--- config.mk ---
export PLATFORM = sky130hd
export DESIGN_NAME = div_issue_unit
export DESIGN_NICKNAME = d
export VERILOG_FILES = /design/src/rtl/div_issue_unit.sv
export SDC_FILE = /design/constraint.sdc
export NUM_CORES = 1
export LEC_CHECK = 0
export CAP_MARGIN = 20
export CORE_ASPECT_RATIO = 0.8
export CORE_UTILIZATION = 43
export DETAILED_ROUTE_END_ITERATION = 7
export PLACE_DENSITY = 0.81
export SYNTH_ARGS = -nofsm -noshare
export SYNTH_HDL_FRONTEND = slang
export SYNTH_SLANG_ARGS = --single-unit
--- constraint.sdc ---
create_clock -name clk -period 2.4 [get_ports clk]
set_clock_uncertainty 0.05 [all_clocks]
set_input_delay 0.24 -clock clk [delete_from_list [all_inputs] [get_ports clk]]
set_output_delay 0.24 -clock clk [all_outputs]
set_load 0.05 [all_outputs]
--- src/rtl/div_issue_unit.sv ---
// Core-side issue/response controller for the integer Divider: resolves divide-by-zero
// and signed overflow locally, sequences all other requests through the Divider handshake.
module div_issue_unit #(
    parameter int WIDTH = 32,
    parameter int TAG_W = 5
) (
    input  logic             clk,
    input  logic             rst_i,
    input  logic             req_valid_i,
    output logic             req_ready_o,
    input  logic [1:0]       req_op_i,
    input  logic [WIDTH-1:0] req_rs1_i,
    input  logic [WIDTH-1:0] req_rs2_i,
    input  logic [TAG_W-1:0] req_tag_i,
    input  logic             flush_i,
    output logic             rsp_valid_o,
    input  logic             rsp_ready_i,
    output logic [WIDTH-1:0] rsp_result_o,
    output logic [TAG_W-1:0] rsp_tag_o,
    output logic             rsp_error_o,
    output logic [WIDTH-1:0] div_divident_o,
    output logic [WIDTH-1:0] div_divisor_o,
    output logic             div_return_remainder_o,
    output logic             div_signed_o,
    output logic             div_start_o,
    input  logic             div_busy_i,
    input  logic             div_valid_i,
    input  logic             div_error_i,
    input  logic [WIDTH-1:0] div_result_i
);

    typedef enum logic [2:0] {IDLE, ISSUE, WAIT, RESP, DRAIN} state_t;

    localparam logic [WIDTH-1:0] ALL_ONES = '1;
    localparam logic [WIDTH-1:0] MIN_NEG  = {1'b1, {(WIDTH-1){1'b0}}};

    state_t state;
    logic   accept;
    logic   div_by_zero;
    logic   sgn_ovf;

    // RISC-V defined results for the two cases the Divider never sees.
    function automatic logic [WIDTH-1:0] special_result(input logic             rem,
                                                        input logic [WIDTH-1:0] rs1,
                                                        input logic             zero);
        if (zero)
            return rem ? rs1 : ALL_ONES;
        else
            return rem ? '0 : rs1;
    endfunction

    assign req_ready_o = (state == IDLE) && !flush_i;
    assign accept      = req_valid_i && req_ready_o;
    assign div_by_zero = (req_rs2_i == '0);
    assign sgn_ovf     = !req_op_i[0] && (req_rs1_i == MIN_NEG) && (req_rs2_i == ALL_ONES);
    assign rsp_valid_o = (state == RESP);
    // Start is gated by the live busy flag so it can never collide with a running division.
    assign div_start_o = (state == ISSUE) && !div_busy_i;

    always_ff @(posedge clk or negedge rst_i) begin
        if (!rst_i) begin
            state                  <= IDLE;
            rsp_result_o           <= '0;
            rsp_tag_o              <= '0;
            rsp_error_o            <= 1'b0;
            div_divident_o         <= '0;
            div_divisor_o          <= '0;
            div_signed_o           <= 1'b0;
            div_return_remainder_o <= 1'b0;
        end else begin
            case (state)
                IDLE: begin
                    if (accept) begin
                        div_divident_o         <= req_rs1_i;
                        div_divisor_o          <= req_rs2_i;
                        div_signed_o           <= ~req_op_i[0];
                        div_return_remainder_o <= req_op_i[1];
                        rsp_tag_o              <= req_tag_i;
                        rsp_error_o            <= 1'b0;
                        if (div_by_zero || sgn_ovf) begin
                            rsp_result_o <= special_result(req_op_i[1], req_rs1_i, div_by_zero);
                            state        <= RESP;
                        end else begin
                            state <= ISSUE;
                        end
                    end
                end
                ISSUE: begin
                    // Once start has gone out a result is owed, so a flush must drain it.
                    if (!div_busy_i)
                        state <= flush_i ? DRAIN : WAIT;
                    else if (flush_i)
                        state <= IDLE;
                end
                WAIT: begin
                    if (div_valid_i) begin
                        if (flush_i) begin
                            state <= IDLE;
                        end else begin
                            rsp_result_o <= div_result_i;
                            rsp_error_o  <= div_error_i;
                            state        <= RESP;
                        end
                    end else if (flush_i) begin
                        state <= DRAIN;
                    end
                end
                RESP: begin
                    if (flush_i || rsp_ready_i)
                        state <= IDLE;
                end
                DRAIN: begin
                    if (div_valid_i)
                        state <= IDLE;
                end
                default: state <= IDLE;
            endcase
        end
    end

endmodule

== Word-level counts from Yosys, hierarchy flattened ==
Cells that the tools add are included.

* Bits in registers: 107
* Logic and storage cells: 63

* Eq/ne operators: 14
* Multiplexer cells: 23
* Bitwise logic cells: 1
* Reductions and logical operators: 17

{| class="wikitable"
|+ Operators with widths
! kind !! count
|-
| 2-to-1 mux 32 bit || 7
|-
| equality test 32 bit (second input constant) || 2
|-
| one-hot mux 32 bit (2 select lines) || 1
|-
| zero test 32 bit || 1
|-
| 2-to-1 mux 3 bit || 8
|-
| one-hot mux 3 bit (5 select lines) || 1
|-
| AND reduction 5 bit || 2
|-
| inequality test 2 bit (second input constant) || 4
|-
| equality test 3 x 2 -> 1 bit (second input constant) || 2
|-
| inequality test 3 bit (second input constant) || 2
|-
| logical AND 1 bit || 5
|-
| 2-to-1 mux 2 bit || 2
|-
| inequality test 2 x 1 -> 1 bit (second input constant) || 2
|-
| AND reduction 4 bit || 1
|-
| equality test 3 x 1 -> 1 bit (second input constant) || 1
|-
| equality test 3 bit (second input constant) || 1
|-
| zero test 1 bit || 3
|-
| zero test 3 bit || 1
|-
| 2-to-1 mux 1 bit || 3
|-
| logical OR 1 bit || 2
|-
| one-hot mux 1 bit (2 select lines) || 1
|-
| AND reduction 2 bit || 1
|-
| nonzero test 2 bit || 1
|-
| inverter 1 bit || 1
|}

== Longest topological paths before layout ==
* Depth in word-level cells: 7
* Mapped depth: 8
* Depth with buffers taken out: 6

== Worst setup path after synthesis ==
Ideal clock, no wire load.

* Path type: reg2reg
* Start: register state[2]
* End: register div_divident_o[0]
* Setup time: 0.125 ns
* Data arrival time: 2.979 ns
* Data required time: 2.225 ns
* Slack: -0.754 ns
* Cell stages (with the launch flop): 7
* Path buffers: 3
* Cells stage by stage: dfrtp_1 -> buf_2 -> nor4_1 -> nand2_1 -> buf_2 -> buf_2 -> mux2_2

* Cells in the longest elaborated chain, start to end: 4

{| class="wikitable"
|+ RTL lines
! item !! RTL line !! text
|-
| start: declaration || 37 || <nowiki>state_t state;</nowiki>
|-
| start signal: assignment || 91 || <nowiki>state <= flush_i ? DRAIN : WAIT;</nowiki>
|-
| zero test 3 bit || 52 || <nowiki>assign req_ready_o = (state == IDLE) && !flush_i;</nowiki>
|-
| logical AND 1 bit || 52 ||
|-
| net req_ready_o || 10 || <nowiki>output logic req_ready_o,</nowiki>
|-
| logical AND 1 bit || 53 || <nowiki>assign accept = req_valid_i && req_ready_o;</nowiki>
|-
| AND reduction 2 bit (no line) || n/a ||
|-
| end signal: assignment || 74 || <nowiki>div_divident_o <= req_rs1_i;</nowiki>
|-
| end: declaration || 21 || <nowiki>output logic [WIDTH-1:0] div_divident_o,</nowiki>
|}

The timed path passes the listed nets, and every way through them passes these cells.
A chain may end at the register's enable or synchronous reset.

== Worst setup path after layout ==
* Start: input req_rs1_i[27]
* End: register rsp_result_o[10]

* Cells in the longest elaborated chain, start to end: 6

{| class="wikitable"
|+ RTL lines
! item !! RTL line !! text
|-
| start: declaration || 12 || <nowiki>input logic [WIDTH-1:0] req_rs1_i,</nowiki>
|-
| equality test 32 bit || 55 || <nowiki>assign sgn_ovf = !req_op_i[0] && (req_rs1_i == MIN_NEG) && (req_rs2_i == ALL_ONES);</nowiki>
|-
| logical AND 1 bit (2 in series) || 55 ||
|-
| logical OR 1 bit || 80 || <nowiki>if (div_by_zero || sgn_ovf) begin</nowiki>
|-
| inequality test 2 x 1 -> 1 bit (no line) || n/a ||
|-
| AND reduction 5 bit (no line) || n/a ||
|-
| end signal: assignment || 81 || <nowiki>rsp_result_o <= special_result(req_op_i[1], req_rs1_i, div_by_zero);</nowiki>
|-
| end signal: assignment || 100 || <nowiki>rsp_result_o <= div_result_i;</nowiki>
|-
| end: declaration || 18 || <nowiki>output logic [WIDTH-1:0] rsp_result_o,</nowiki>
|}

No other way between the ends.

==> impl_results.md <==
- CTS clk-pin slew, worst paths: about 0.07 ns
- Synth area leaders: dfrtp_1, mux2_2, o21ai_0
- Critical path's largest stage delay: 0.45 ns
- Slowest CP cell: clkdlybuf4s50_1
- Full die area: 12160 um^2
- Dpl cell area: 7771 um^2
- Switching Share: 41.82%
- Yosys top cell area share: a little over half
- Met2 Use GR: a little under half
- Critical path data arrival time: between 2 and 3 ns
- WS Path Type: in2reg
- Combinational share of power: 48.3%
- Max Freq: about 0.42 GHz
- Cell taking the most area after synthesis: dfrtp_1
- Vias in the first global route: between 4000 and 5000
- Post-synth ARST share: 100.0%
- Final Non-Filler Cells: about 850
- RePlAce Congestion: ~0.86
- Global-route wire length before repair: about 25000 um
- WL final: 16730 um
- Netlist Area Pre-Place: about 5000 um^2
- Least-Margin Pin Slew: 0.6791 ns
- Fill cells: 770
- DR iter-0 viols: 285
- Initial antenna violation count: 0
- Worst Hold Class: in2reg
- Post-layout util: between 70% and 80%
- Synth Register Bits: 107
- Worst skew pair latency: 0.34 ns
- Area grow syn2layout: 64.32%
- Chip width: 123.0 um
- GRT overflow: 0
- CP Max Fanout: 7
- Drt wl/cell: 19.64 um
- Routed Antenna Nets: 0
- Via count: 4662
- Clock share of power: 19.8%
- Grt met3 use: 9.722%
- Clk sink count: approximately 110
- Seq/Total Area, Yosys: 53.14%
- Layout cell share with drive strength beyond 1: 28.81%
- Placed Cells incl. Taps: slightly above 800
- Yosys cell types: 34
- Post-synth top cells: dfrtp_1, mux2_2, o21ai_0, nand2_1, a21oi_1
- Die height: between 90 and 100 um
- Crit-path cells: clkdlybuf4s50_1, nor4_2, nand2_1, nor3_2, buf_4, nand4_1, a21boi_4, buf_6, bufbuf_16, mux2_2
- CTS root buf: clkbuf_16
- Antenna diode count: 0
- Final worst path period share: between 90 and 100%
- Post-synth EDFFs: 0
- Max-cap violations: 0
- Flop2flop setup slack: 0.11 ns
- Status: finished clean
- Synth Instances: around 440
- Worst endpoint required time: 2.58 ns
- Minimum clock period: 2.384 ns
- Final Cell Area: 8279 um^2
- Primary FF master, synth: dfrtp_1
- Slew Limit Fails: 0
- Ys Warns: 0
- Worst Slack Setup Final: 0.01634 ns
- Core box area: ~11000 um^2
- Max VDD drop: 0.7818 mV
- Fin. Hold Viols: 0
- Final net count: 814
- Pleak: 3.480 nW
- Avg Cell Area, Syn: 11.48 um^2
- H-tree levels: 3
- Worst rel slew slack: a little over half
- Cts bufs inserted: 9
- Initial Utilization: between 40% and 50%
- Critical Path Sink Type: register
- Internal Power: 4.721 mW
- Largest net degree at the start of global routing: 52
- Busiest grt layer: met2
- PortBufs: ~220
- DP Worst Slack: -0.5325 ns
- Switching power: 3.394 mW
- Total power: 8.116 mW
- I/O Pins: 218
- Drt pass-1 iters: 4
- Met1 Track Usage GR: 34.45%
- Worst path top cell family by delay: buffers and inverters
- Flop pwr share: 31.8%
- Via-to-Cell Ratio: around 5.5
- Final Setup Violations: 0
- Startpoint types: input port
- Clk buf depth: 2
- CTS tree: yes
- Pwr Density: 980.3 nW/um^2
- Cell Rows: 34
- Most frequent cell after synthesis: dfrtp_1
- Post-route DRC: 0
- Worst path buffer plus inverter count: 4
- Syn Nets: 550
- GRT Util Overall: 27.59%
- DP Wirelength: 11920 um
## layer usage
metal,share of wire [%],up-vias
li1,-,2136
met1,41,2297
met2,48,215
met3,9.4,14
met4,1.1,0
met5,0,-
## power by group through the flow
stage / Sequential [mW] / Combinational, mW / Clock [mW]
after detailed placement: 2.60 / 3.91 / 0
final: 2.58 / 3.92 / 1.61
after CTS: 2.58 / 3.93 / 1.65
after floorplan: 4.32 / 0.636 / 0
after global routing: 2.63 / 4.06 / 1.71
after global placement: 2.57 / 3.87 / 0
## cell type report
type | instances | area [um^2] | share of cell area (%)
timing repair buffer | 285 | 2771 | 33.47
sequential | 107 | 2678 | 32.34
multi-input combinational | 299 | 2320 | 28.02
clock buffer | 10 | 239.0 | 2.887
tap | 144 | 180.2 | 2.176
clock inverter | 6 | 87.58 | 1.058
inverter | 1 | 3.754 | 0.04534
## kinds of logic after synthesis
| logic type | Yosys count | share of synthesized area (%) |
|---|---|---|
| fa+ha+maj | 1 | 0.1987 |
| buf+inv | 33 | 3.228 |
| simple gates | 86 | 8.667 |
| mux | 105 | 23.39 |
| compound gates | 107 | 11.37 |
| flops | 107 | 53.14 |
## flip-flops by register name, summed over array words and instances (netlist names)
name                    flops
rsp_result_o               32
div_signed_o                1
rsp_error_o                 1
div_divisor_o              32
div_return_remainder_o      1
state                       3
rsp_tag_o                   5
div_divident_o             32
## cell usage in the layout, fill, tap and decap left out, types with 4 or more instances in the layout
cell type / count
clkdlybuf4s50_1: 195
dfrtp_1: 107
mux2_2: 101
o21ai_0: 64
buf_4: 62
nand2_1: 40
a21oi_1: 33
dlygate4sd2_1: 15
clkbuf_16: 9
nor4_1: 8
nor4_2: 8
nand4_1: 8
nor2_1: 4
dlymetal6s2s_1: 4
buf_12: 4
## per-stage QoR
step           hold WS [ns]  setup TNS, ns
2_1_floorplan       -0.1056              0
3_3_place_gp         0.1088         -12.47
3_5_place_dp         0.1147         -16.40
4_1_cts              0.2949              0
5_1_grt              0.2655        -0.1848
6_report             0.2611              0
## path summary, 6_finish.rpt
kind / start / to / cells after the start
setup reg to reg: state[1] / rsp_result_o[10] / 7
hold / removal: req_rs2_i[27] / div_divisor_o[27] / 2
hold reg to reg: div_return_remainder_o / div_return_remainder_o / 2
setup / recovery: req_rs1_i[27] / rsp_result_o[10] / 10
min in group asynchronous: rst_i / rsp_result_o[25] / 2
max in group asynchronous: rst_i / div_divisor_o[28] / 3
## repair_timing
action	4_1_cts	5_1_grt
hold buffers	1	0
setup endpoints to repair	32	32
cloned	2	0
pin swaps	12	14
gates resized for setup	22	13
endpoints found under the hold margin	20	0
buffers inserted	3	0
Note: power is estimated with default switching activity, not from simulation.
